[config.mk]
export PLATFORM = sky130hd
export DESIGN_NAME = mem_fill_arbiter_flat
export DESIGN_NICKNAME = d
export VERILOG_FILES = /design/src/rtl/mem_fill_arbiter_if.sv /design/src/rtl/mem_fill_arbiter.sv /design/src/flat_wrapper.sv
export SDC_FILE = /design/constraint.sdc
export NUM_CORES = 1
export LEC_CHECK = 0
export CAP_MARGIN = 20
export CORE_MARGIN = 5
export CORE_UTILIZATION = 37
export CTS_CLUSTER_DIAMETER = 30
export CTS_CLUSTER_SIZE = 10
export DETAILED_ROUTE_END_ITERATION = 8
export GPL_TIMING_DRIVEN = 0
export PLACE_DENSITY = 0.79
export SYNTH_ARGS = -nofsm -noshare
export SYNTH_HDL_FRONTEND = slang
export SYNTH_SLANG_ARGS = --single-unit
[constraint.sdc]
create_clock -name clk -period 2.3 [get_ports clk]
set_input_delay 0.345 -clock clk [delete_from_list [all_inputs] [get_ports clk]]
set_output_delay 0.345 -clock clk [all_outputs]
set_load 0.005 [all_outputs]
[src/rtl/mem_fill_arbiter_if.sv]
// mem_fill_arbiter_if
//   Bundles every handshake and bus signal of mem_fill_arbiter so the
//   arbiter, the two caches and the memory connect through one port.
//
//   Modports:
//     slave  - the arbiter side. It receives requests and memory read data,
//              and drives memory strobes and fill/ack returns.
//     master - the environment side (caches plus memory). Its directions are
//              the reverse of slave.
//
//   Signal groups:
//     I-cache fill : i_miss_req/i_miss_addr in; i_fill_* / i_busy out
//     D-cache fill : d_miss_req/d_miss_addr in; d_fill_* / d_busy out
//     D-cache store: d_wr_req/d_wr_addr/d_wr_data in; d_wr_ack out
//     Memory       : mem_addr/mem_enable/mem_wr/mem_wdata out;
//                    mem_rdata/mem_rdata_valid in
interface mem_fill_arbiter_if;
    logic        i_miss_req;
    logic [15:0] i_miss_addr;
    logic        d_miss_req;
    logic [15:0] d_miss_addr;
    logic        d_wr_req;
    logic [15:0] d_wr_addr;
    logic [15:0] d_wr_data;
    logic [15:0] mem_rdata;
    logic        mem_rdata_valid;

    logic [15:0] mem_addr;
    logic        mem_enable;
    logic        mem_wr;
    logic [15:0] mem_wdata;
    logic [15:0] i_fill_data;
    logic [15:0] i_fill_addr;
    logic        i_fill_valid;
    logic        i_fill_done;
    logic        i_busy;
    logic [15:0] d_fill_data;
    logic [15:0] d_fill_addr;
    logic        d_fill_valid;
    logic        d_fill_done;
    logic        d_busy;
    logic        d_wr_ack;

    modport slave (
        input  i_miss_req, i_miss_addr, d_miss_req, d_miss_addr,
               d_wr_req, d_wr_addr, d_wr_data, mem_rdata, mem_rdata_valid,
        output mem_addr, mem_enable, mem_wr, mem_wdata,
               i_fill_data, i_fill_addr, i_fill_valid, i_fill_done, i_busy,
               d_fill_data, d_fill_addr, d_fill_valid, d_fill_done, d_busy,
               d_wr_ack
    );

    modport master (
        output i_miss_req, i_miss_addr, d_miss_req, d_miss_addr,
               d_wr_req, d_wr_addr, d_wr_data, mem_rdata, mem_rdata_valid,
        input  mem_addr, mem_enable, mem_wr, mem_wdata,
               i_fill_data, i_fill_addr, i_fill_valid, i_fill_done, i_busy,
               d_fill_data, d_fill_addr, d_fill_valid, d_fill_done, d_busy,
               d_wr_ack
    );
endinterface

[src/rtl/mem_fill_arbiter.sv]
// mem_fill_arbiter
//   Shares one single-ported, pipelined main memory between the I-cache
//   fill path and the D-cache fill and store-through paths.
//   - A store takes one WRITE cycle, then one DONE cycle in which d_wr_ack
//     is pulsed.
//   - A fill issues the 8 block-aligned word addresses back to back. It
//     routes each returning word, tagged with its address, to the owning
//     cache. On the 8th word it pulses fill_done, then spends one DONE cycle.
//   - Grant priority in IDLE is d_wr_req > d_miss_req > i_miss_req.
//
//   Ports:
//     clk - clock
//     rst - synchronous active-high reset
//     bus - mem_fill_arbiter_if.slave. It carries the cache requests,
//           fill/ack returns and memory strobes.
//
//   Parameters:
//     MEM_LATENCY - cycles from address issue to the matching
//                   mem_rdata_valid
//     WORDS       - words per cache block. The design assumes 8, with the
//                   word index at addr[3:1].
module mem_fill_arbiter #(
    parameter int MEM_LATENCY = 4,
    parameter int WORDS       = 8
) (
    input  logic              clk,
    input  logic              rst,
    mem_fill_arbiter_if.slave bus
);
    localparam int IDX_W = $clog2(WORDS);
    localparam int CNT_W = IDX_W + 1;
    localparam int DRN_W = $clog2(MEM_LATENCY + 1);
    localparam logic [CNT_W-1:0] NUM_WORDS  = CNT_W'(WORDS);
    localparam logic [CNT_W-1:0] LAST_WORD  = CNT_W'(WORDS - 1);
    localparam logic [DRN_W-1:0] DRAIN_INIT = DRN_W'(MEM_LATENCY);

    typedef enum logic [1:0] {IDLE, WRITE, FILL, DONE} state_t;

    state_t           state, state_nxt;
    logic             owner_d, owner_nxt;   // 1: D-cache owns memory, 0: I-cache
    logic             wr_job, wr_job_nxt;   // current grant is a store-through
    logic [CNT_W-1:0] issue_cnt, issue_nxt;
    logic [CNT_W-1:0] rcv_cnt, rcv_nxt;
    logic [DRN_W-1:0] drain;
    logic             load_wr, load_base;
    logic [15:0]      base_nxt;
    logic [15:0]      base_addr, wr_addr, wr_data;
    logic             rd_accept;
    logic             busy, fill_valid, fill_done;
    logic [15:0]      fill_addr;

    // Address of word idx inside the block starting at base. The base has
    // its low 4 bits clear, so the add never carries out of bit 3.
    function automatic logic [15:0] word_addr(input logic [15:0] base,
                                              input logic [CNT_W-1:0] idx);
        return base + 16'({idx[IDX_W-1:0], 1'b0});
    endfunction

    // Control state. After reset, data still in the memory pipeline from an
    // aborted fill can arrive for up to MEM_LATENCY cycles. The drain counter
    // keeps such data from being taken as words of a new fill.
    always_ff @(posedge clk) begin
        if (rst) begin
            state     <= IDLE;
            owner_d   <= 1'b0;
            wr_job    <= 1'b0;
            issue_cnt <= '0;
            rcv_cnt   <= '0;
            drain     <= DRAIN_INIT;
        end else begin
            state     <= state_nxt;
            owner_d   <= owner_nxt;
            wr_job    <= wr_job_nxt;
            issue_cnt <= issue_nxt;
            rcv_cnt   <= rcv_nxt;
            if (drain != '0) begin
                drain <= drain - 1'b1;
            end
        end
    end

    // Latched request payload. It is only meaningful while the matching
    // state is active, so it has no reset.
    always_ff @(posedge clk) begin
        if (load_base) begin
            base_addr <= base_nxt;
        end
        if (load_wr) begin
            wr_addr <= bus.d_wr_addr;
            wr_data <= bus.d_wr_data;
        end
    end

    always_comb begin
        state_nxt  = state;
        owner_nxt  = owner_d;
        wr_job_nxt = wr_job;
        issue_nxt  = issue_cnt;
        rcv_nxt    = rcv_cnt;
        load_wr    = 1'b0;
        load_base  = 1'b0;
        base_nxt   = bus.d_miss_addr & 16'hFFF0;
        busy       = 1'b0;
        fill_valid = 1'b0;
        fill_done  = 1'b0;
        fill_addr  = '0;
        rd_accept  = bus.mem_rdata_valid && (drain == '0) && (rcv_cnt < NUM_WORDS);

        bus.mem_addr   = '0;
        bus.mem_enable = 1'b0;
        bus.mem_wr     = 1'b0;
        bus.mem_wdata  = '0;
        bus.d_wr_ack   = 1'b0;

        case (state)
            IDLE: begin
                issue_nxt = '0;
                rcv_nxt   = '0;
                if (bus.d_wr_req) begin
                    state_nxt  = WRITE;
                    owner_nxt  = 1'b1;
                    wr_job_nxt = 1'b1;
                    load_wr    = 1'b1;
                end else if (bus.d_miss_req) begin
                    state_nxt  = FILL;
                    owner_nxt  = 1'b1;
                    wr_job_nxt = 1'b0;
                    load_base  = 1'b1;
                end else if (bus.i_miss_req) begin
                    state_nxt  = FILL;
                    owner_nxt  = 1'b0;
                    wr_job_nxt = 1'b0;
                    load_base  = 1'b1;
                    base_nxt   = bus.i_miss_addr & 16'hFFF0;
                end
            end
            WRITE: begin
                busy           = 1'b1;
                bus.mem_enable = 1'b1;
                bus.mem_wr     = 1'b1;
                bus.mem_addr   = wr_addr;
                bus.mem_wdata  = wr_data;
                state_nxt      = DONE;
            end
            FILL: begin
                busy = 1'b1;
                // Issue runs unconditionally; memory is pipelined and never stalls.
                if (issue_cnt < NUM_WORDS) begin
                    bus.mem_enable = 1'b1;
                    bus.mem_addr   = word_addr(base_addr, issue_cnt);
                    issue_nxt      = issue_cnt + 1'b1;
                end
                if (rd_accept) begin
                    fill_valid = 1'b1;
                    fill_addr  = word_addr(base_addr, rcv_cnt);
                    rcv_nxt    = rcv_cnt + 1'b1;
                    if (rcv_cnt == LAST_WORD) begin
                        fill_done = 1'b1;
                        state_nxt = DONE;
                    end
                end
            end
            DONE: begin
                // Requests are not sampled here. A requester may still hold
                // its req this cycle without being granted again.
                busy         = 1'b1;
                bus.d_wr_ack = wr_job;
                state_nxt    = IDLE;
            end
            default: begin
                state_nxt = IDLE;
            end
        endcase

        // Route the generic fill/busy signals to the owner only. The other
        // cache always sees zeros.
        bus.i_busy       = busy & ~owner_d;
        bus.d_busy       = busy & owner_d;
        bus.i_fill_valid = fill_valid & ~owner_d;
        bus.d_fill_valid = fill_valid & owner_d;
        bus.i_fill_done  = fill_done & ~owner_d;
        bus.d_fill_done  = fill_done & owner_d;
        bus.i_fill_data  = (fill_valid & ~owner_d) ? bus.mem_rdata : 16'h0;
        bus.d_fill_data  = (fill_valid & owner_d) ? bus.mem_rdata : 16'h0;
        bus.i_fill_addr  = (fill_valid & ~owner_d) ? fill_addr : 16'h0;
        bus.d_fill_addr  = (fill_valid & owner_d) ? fill_addr : 16'h0;
    end
endmodule

[src/flat_wrapper.sv]
// flat-port wrapper written by rule: the top's interface ports become plain ports
module mem_fill_arbiter_flat 
#(
    parameter int MEM_LATENCY = 4,
    parameter int WORDS       = 8
)
  (clk, rst, bus_i_miss_req, bus_i_miss_addr, bus_d_miss_req, bus_d_miss_addr, bus_d_wr_req, bus_d_wr_addr, bus_d_wr_data, bus_mem_rdata, bus_mem_rdata_valid, bus_mem_addr, bus_mem_enable, bus_mem_wr, bus_mem_wdata, bus_i_fill_data, bus_i_fill_addr, bus_i_fill_valid, bus_i_fill_done, bus_i_busy, bus_d_fill_data, bus_d_fill_addr, bus_d_fill_valid, bus_d_fill_done, bus_d_busy, bus_d_wr_ack);
  mem_fill_arbiter_if bus_i ();
  input  logic clk;
  input  logic rst;
  input wire logic [$bits(bus_i.i_miss_req)-1:0] bus_i_miss_req;
  input wire logic [$bits(bus_i.i_miss_addr)-1:0] bus_i_miss_addr;
  input wire logic [$bits(bus_i.d_miss_req)-1:0] bus_d_miss_req;
  input wire logic [$bits(bus_i.d_miss_addr)-1:0] bus_d_miss_addr;
  input wire logic [$bits(bus_i.d_wr_req)-1:0] bus_d_wr_req;
  input wire logic [$bits(bus_i.d_wr_addr)-1:0] bus_d_wr_addr;
  input wire logic [$bits(bus_i.d_wr_data)-1:0] bus_d_wr_data;
  input wire logic [$bits(bus_i.mem_rdata)-1:0] bus_mem_rdata;
  input wire logic [$bits(bus_i.mem_rdata_valid)-1:0] bus_mem_rdata_valid;
  output wire logic [$bits(bus_i.mem_addr)-1:0] bus_mem_addr;
  output wire logic [$bits(bus_i.mem_enable)-1:0] bus_mem_enable;
  output wire logic [$bits(bus_i.mem_wr)-1:0] bus_mem_wr;
  output wire logic [$bits(bus_i.mem_wdata)-1:0] bus_mem_wdata;
  output wire logic [$bits(bus_i.i_fill_data)-1:0] bus_i_fill_data;
  output wire logic [$bits(bus_i.i_fill_addr)-1:0] bus_i_fill_addr;
  output wire logic [$bits(bus_i.i_fill_valid)-1:0] bus_i_fill_valid;
  output wire logic [$bits(bus_i.i_fill_done)-1:0] bus_i_fill_done;
  output wire logic [$bits(bus_i.i_busy)-1:0] bus_i_busy;
  output wire logic [$bits(bus_i.d_fill_data)-1:0] bus_d_fill_data;
  output wire logic [$bits(bus_i.d_fill_addr)-1:0] bus_d_fill_addr;
  output wire logic [$bits(bus_i.d_fill_valid)-1:0] bus_d_fill_valid;
  output wire logic [$bits(bus_i.d_fill_done)-1:0] bus_d_fill_done;
  output wire logic [$bits(bus_i.d_busy)-1:0] bus_d_busy;
  output wire logic [$bits(bus_i.d_wr_ack)-1:0] bus_d_wr_ack;
  assign bus_i.i_miss_req = bus_i_miss_req;
  assign bus_i.i_miss_addr = bus_i_miss_addr;
  assign bus_i.d_miss_req = bus_d_miss_req;
  assign bus_i.d_miss_addr = bus_d_miss_addr;
  assign bus_i.d_wr_req = bus_d_wr_req;
  assign bus_i.d_wr_addr = bus_d_wr_addr;
  assign bus_i.d_wr_data = bus_d_wr_data;
  assign bus_i.mem_rdata = bus_mem_rdata;
  assign bus_i.mem_rdata_valid = bus_mem_rdata_valid;
  assign bus_mem_addr = bus_i.mem_addr;
  assign bus_mem_enable = bus_i.mem_enable;
  assign bus_mem_wr = bus_i.mem_wr;
  assign bus_mem_wdata = bus_i.mem_wdata;
  assign bus_i_fill_data = bus_i.i_fill_data;
  assign bus_i_fill_addr = bus_i.i_fill_addr;
  assign bus_i_fill_valid = bus_i.i_fill_valid;
  assign bus_i_fill_done = bus_i.i_fill_done;
  assign bus_i_busy = bus_i.i_busy;
  assign bus_d_fill_data = bus_i.d_fill_data;
  assign bus_d_fill_addr = bus_i.d_fill_addr;
  assign bus_d_fill_valid = bus_i.d_fill_valid;
  assign bus_d_fill_done = bus_i.d_fill_done;
  assign bus_d_busy = bus_i.d_busy;
  assign bus_d_wr_ack = bus_i.d_wr_ack;
  mem_fill_arbiter #(.MEM_LATENCY(MEM_LATENCY), .WORDS(WORDS)) u_core (.clk(clk), .rst(rst), .bus(bus_i));
endmodule
==> qor.txt, run 1 <==
Outcome: finished, violations left
Failing checks: negative setup slack
Asr flop ratio synth: 0%
Max-cap check violation count: 0
Drt total wl: 11200 um
Sequential element share of the synthesized area: 52.4%
Peak supply drop: 0.452 mV
Final setup fails: 7
Yosys warns: 0
Congestion Overflow GR: 0
P per Cell Area: 776 mW/mm2
Worst-Skew Late Latency: 0.34 ns
Layout cell share with drive strength beyond 1: 40.5%
Tcrit/Tclk final: 102%
CTS Buffer Depth: 2
Worst Setup End Kind: primary output
Diodes inserted: 0
Core area: 0.00818 mm2
Yosys cell types: 41
IO Port Bufs: 180
Avg Cell Area, Syn: 11.1 um2
Mapped cell area: 0.00310 mm2
Worst path arrival time: 2.01 ns
Vias in the first global route: 3141
Cts bufs inserted: 9
Placer Congestion: 0.808
FF+latch count, synth: 59
Initial Util: 37.9%
Routed via count: 2972
Dpl hpwl: 7860 um
Die X: 101 um
Fill cell count: 588
Critical path class: reg2out
Clock Pin Slew Worst Setup and Hold Paths: 0.07 ns
Fin. Hold Viols: 0
Post-route DRC violation count: 0
Type of the most critical hold path: reg2reg
WL/cell: 18.1 um
Antenna viol nets, final: 0
Slew HR: 42.1%
Detailed Route Iter0 Violations: 116
Hold slack final: 0.498 ns
First-pass GRT wire length: 16200 um
Final min period: 2.35 ns
H-tree depth: 3
I/O pins: 191
# clock sinks: 59
Layout Area Growth over Synthesis: 86.1%
Pleak: 0.00244 uW
Gr usage total: 21.0%
CTS tree: built
Post-Syn Instances: 280
Initial antenna violation count: 0
Most used DFF post-synth: edfxtp_1
Startpoint types: flop
WP data required: 1.96 ns
Clock Tree Root: clkbuf_8
Fmax: 425 MHz
Crit path max fanout: 5
Clock skew: 0.00497 ns
Largest net degree at the start of global routing: 34
Nets: 601
Post-Place Setup Slack: -0.524 ns
Number of synthesized flops with an enable pin: 44
Final WS setup: -0.0547 ns
Worst-Margin Slew: 0.868 ns
Slew Viols, Final: 0
DRT Pass-1 Iters: 4
Via-to-Cell Ratio: 4.82
Chip Height: 101 um
Num rows: 33
RSZ-0062 raised after global routing: true
Die Footprint: 0.0103 mm2
-- final timing paths --
kind                                        endpoint  cells after the start       startpoint  slack (ns)
worst max register to register  u_core.base_addr[14]                      5  u_core.state[1]        0.44
worst max-delay path             bus_d_fill_addr[10]                     11  u_core.drain[0]       -0.05
worst min register to register         u_core.wr_job                      2    u_core.wr_job        0.50
worst min-delay path                   u_core.wr_job                      2    u_core.wr_job        0.50
-- routing by layer --
metal / part of all wire [%] / track usage [%] / up-vias
met4: 1.1 / 5.32 / 0
li1: - / - / 1418
met5: 0 / 0 / -
met2: 52 / 37.4 / 144
met1: 36 / 23.3 / 1400
met3: 10 / 8.33 / 10
-- power breakdown --
part,internal [uW],switching (uW)
logic,944,792
registers,1440,131
clock network,718,445
-- placed cells by master, fill, tap and decap left out, drive strengths merged, types with 7 or more instances in the layout --
master	Yosys	routed
nand2	7	7
ha	9	9
edfxtp	44	44
nor2b	16	16
clkbuf	8	38
a22oi	17	17
clkdlybuf4s50	0	98
mux2	13	13
dlygate4sd2	0	13
inv	8	8
and2	82	82
dfxtp	15	15
nor2	18	18
buf	8	89
-- Yosys cell counts, drive strengths merged (3+ instances only) --
cell	n	share of area, %
and2	82	17
edfxtp	44	43
nor2	18	2.4
a22oi	17	4.1
nor2b	16	3.2
dfxtp	15	9.7
mux2	13	4.7
ha	9	3.6
buf	8	1.4
clkbuf	8	1.1
inv	8	0.97
nand2	7	0.93
a21oi	3	0.48
mux2i	3	0.97
nand2b	3	0.61
o21ai	3	0.48
-- flip-flops by register name, indices dropped and copies added (netlist names) --
| register | cells |
|---|---|
| u_core.wr_addr | 16 |
| u_core.state | 2 |
| u_core.base_addr | 12 |
| u_core.wr_data | 16 |
| u_core.drain | 3 |
| u_core.owner_d | 1 |
| u_core.wr_job | 1 |
| u_core.issue_cnt | 4 |
| u_core.rcv_cnt | 4 |
-- area by class of cell --
type | instances | area [um2] | share of cell area, %
Multi-Input combinational cell | 198 | 1540 | 26.7
Clock buffer | 9 | 124 | 2.15
Buffer | 15 | 148 | 2.56
Inverter | 8 | 35.0 | 0.608
Sequential cell | 59 | 1630 | 28.3
Clock inverter | 7 | 116 | 2.02
Tap cell | 105 | 131 | 2.28
Timing Repair Buffer | 215 | 2040 | 35.4
-- what timing repair did --
action	in CTS	in global routing
setup buffers	24	7
setup endpoints to repair	99	91
gates cloned	4	1
gates resized for setup	279	132
pin swaps	12	9
hold buffers	0	0
-- logic make-up (layout without fill, tap and decap cells) --
logic type / after synthesis / count (layout) / synth area share (%)
simple gates: 137 / 137 / 26.5
flops: 59 / 59 / 52.4
compound gates: 32 / 32 / 7.60
buf+inv: 24 / 254 / 3.52
mux: 16 / 16 / 5.70
fa+ha+maj: 9 / 9 / 3.64
xor+xnor: 2 / 2 / 0.566
other cells: 1 / 2 / 0.121
-- through the flow --
stage | utilization, % | instance area, um2 | power [uW] | setup TNS [ns] | cells
final | 70.4 | 5760 | 4470 | -0.173 | 616
after CTS | 69.0 | 5640 | 4430 | -1.96 | 611
after global routing | 70.4 | 5760 | 4710 | -1.73 | 616
after global placement | 61.6 | 5030 | 2980 | -34.04 | 566
after floorplan | - | 3100 | 2280 | 0 | 281
after detailed placement | 61.8 | 5050 | 3050 | -31.31 | 567
-- worst max-delay path, stage by stage (launching register included) --
cell,delay [ns]
dfxtp_2,0.34
inv_2,0.05
ha_4,0.15
and4bb_2,0.25
nand2_4,0.11
nor2_4,0.04
buf_12,0.13
buf_6,0.12
buf_8,0.12
buf_6,0.11
and2_4,0.15
buf_6,0.11
Note: power is estimated with default switching activity, not from simulation.
==> inputs of run 2 (changes only) <==
Settings changed: CORE_MARGIN 5 to 1.5.
==> run 2 against run 1 <==
The flow still finishes with violations (negative setup slack). Design area is 5.6% lower. Via count down 1.5%. Non-clock buffer count down 6. Total power decreased by 6.7%. Worst setup slack worse by 0.036 ns. Flip-flop and latch count unchanged. Core utilization shrank 3.9 points. Final cell count is 0.97% lower. Wire length is 12% lower. Critical path type unchanged. Critical endpoint unchanged. Largest power group unchanged. Highest routed layer unchanged.
==> qor.txt, run 2 (same netlist as run 1, synthesis figures left out) <==
Final setup fails: 6 (-1)
Die X: 94.5 um (-6.9%)
HP Start: u_core.drain[2]
DRT Pass-1 Iters: 4 (unchanged)
Nets: 595 (-1.0%)
Tcrit/Tclk final: 104% (+1.6 points)
Layout Area Growth over Synthesis: 75.7%
Clock Pin Slew Worst Setup and Hold Paths: 0.06 ns (about the same)
Worst-Skew Late Latency: 0.34 ns (about the same)
Crit path max fanout: 5 (unchanged)
Failing checks: negative setup slack
WP data required: 1.96 ns (about the same)
Pleak: 0.00233 uW (-4.3%)
Drt total wl: 9860 um (-12%)
Worst-Margin Slew: 0.816 ns (-0.0521 ns)
Clock skew: 0.00620 ns (+0.00122 ns)
RSZ-0062 raised after global routing: true
Type of the most critical hold path: reg2reg
Final WS setup: -0.0911 ns (-0.0364 ns)
Via-to-Cell Ratio: 4.80 (-0.58%)
P per Cell Area: 767 mW/mm2 (-1.1%)
Slowest-stage cell, CP: dfxtp_2
RR Startpoint: u_core.state[1]
Cts bufs inserted: 9 (unchanged)
Vias in the first global route: 3090 (-1.6%)
Slew Viols, Final: 0 (unchanged)
Num rows: 33 (unchanged)
Initial antenna violation count: 0 (unchanged)
DP Area: 0.00505 mm2 (unchanged)
Peak supply drop: 0.475 mV (+5.0%)
Slew HR: 45.6% (+3.5 points)
Max-cap check violation count: 0 (unchanged)
Hold slack final: 0.483 ns (-0.0147 ns)
Power consumption: 4170 uW (-6.7%)
Placer Congestion: 0.753 (-6.9%)
Final min period: 2.39 ns (+0.0364 ns)
Critical path class: reg2out
Initial Util: 37.9% (unchanged)
Worst Setup End Kind: primary output
First-pass GRT wire length: 15200 um (-6.4%)
WL/cell: 16.2 um (-11%)
Gr usage total: 22.6% (+1.6 points)
CTS tree: built
Largest net degree at the start of global routing: 34 (unchanged)
IO Port Bufs: 180 (unchanged)
Fmax: 418 MHz (-1.5%)
Core area: 0.00818 mm2 (unchanged)
Routed via count: 2926 (-1.5%)
Critical path startpoint: u_core.drain[1]
Worst path arrival time: 2.05 ns (+0.04 ns)
Worst path max stage delay: 0.33 ns (about the same)
Most frequent cells in the layout: clkdlybuf4s50_1, and2_1, edfxtp_1
Fin. Hold Viols: 0 (unchanged)
Post-route DRC violation count: 0 (unchanged)
Congestion Overflow GR: 0 (unchanged)
Commonest non-fill, non-tap cell in the layout: clkdlybuf4s50_1
Antenna viol nets, final: 0 (unchanged)
Placed cells: 567 (unchanged)
CTS Buffer Depth: 2 (unchanged)
H-tree depth: 3 (unchanged)
Layout cell share with drive strength beyond 1: 35.6% (-4.9 points)
Dpl hpwl: 6990 um (-11%)
I/O pins: 191 (unchanged)
Detailed Route Iter0 Violations: 85 (-27%)
Registers with the most flip-flops: u_core.wr_addr (16), u_core.wr_data (16), u_core.base_addr (12)
Post-route cell area: 0.00544 mm2 (-5.6%)
Startpoint types: flop
Clock Tree Root: clkbuf_8
Buf+Inv Stages, Crit Path: 6 (unchanged)
Diodes inserted: 0 (unchanged)
Die Footprint: 0.00892 mm2 (-13%)
Outcome: finished, violations left
Critical path cell sequence: inv_2 > ha_4 > and4bb_2 > nand2_4 > nor2_4 > buf_12 > buf_8 > buf_8 > buf_6 > and2_4 > buf_6
# clock sinks: 59 (unchanged)
Non-Filler Instances: 610 (-0.97%)
Chip Height: 94.5 um (-6.9%)
CP delay by family, top: buffers and inverters
Post-layout util: 66.5% (-3.9 points)
[run 2: changes by cell type in the layout (fill, tap and decap cells not counted), sizes merged]
cell / previous run / this run
buf: 89 / 74
clkinv: 3 / 4
bufinv: 3 / 1
clkbuf: 38 / 47
dlygate4sd2: 13 / 14
[run 2: final cells by class]
| cell class | count | area, um2 |
|---|---|---|
| buffer | 16 | 156 |
| clock buffer | 10 | 128 |
| clock inverter | 6 | 56.3 |
| fill | 665 | 2740 |
| inverter | 8 | 35.0 |
| multi-input combinational | 198 | 1490 |
| sequential | 59 | 1630 |
| tap | 105 | 131 |
| timing repair buffer | 208 | 1810 |
[run 2: per-stage QoR]
stage                     setup slack, ns  setup TNS (ns)
final                             -0.0911          -0.158
after global routing               -0.155           -1.56
after CTS                          -0.113          -0.596
after detailed placement           -0.483          -27.62
after global placement             -0.487          -31.09
after floorplan                     0.246               0
[run 2: what timing repair did]
item / in CTS / in global routing
hold buffers: 0 / 0
setup endpoints to repair: 99 / 92
resized for setup: 276 / 77
pin swaps: 13 / 5
setup buffers: 23 / 3
gates cloned: 4 / 0
[run 2: worst paths after layout]
kind / slack [ns] / depth (start not counted) / to
worst max-delay path: -0.09 / 11 / bus_d_fill_addr[10]
worst min-delay path: 0.48 / 1 / u_core.drain[2]
worst max register to register: 0.48 / 5 / u_core.base_addr[12]
worst min register to register: 0.48 / 1 / u_core.drain[2]
[run 2: layer usage]
layer	vias up	global-route usage [%]	part of all wire, %
li1	1409	-	-
met1	1378	24.3	38
met3	20	7.81	9.3
met2	119	40.3	51
met4	0	9.33	2.1
met5	-	0	0
[run 2: power breakdown]
part | leakage, uW | total, uW | switching (uW) | internal (uW)
registers | 0.000540 | 1570 | 134 | 1440
logic | 0.00170 | 1700 | 767 | 930
clock network | 0.0000935 | 901 | 410 | 491
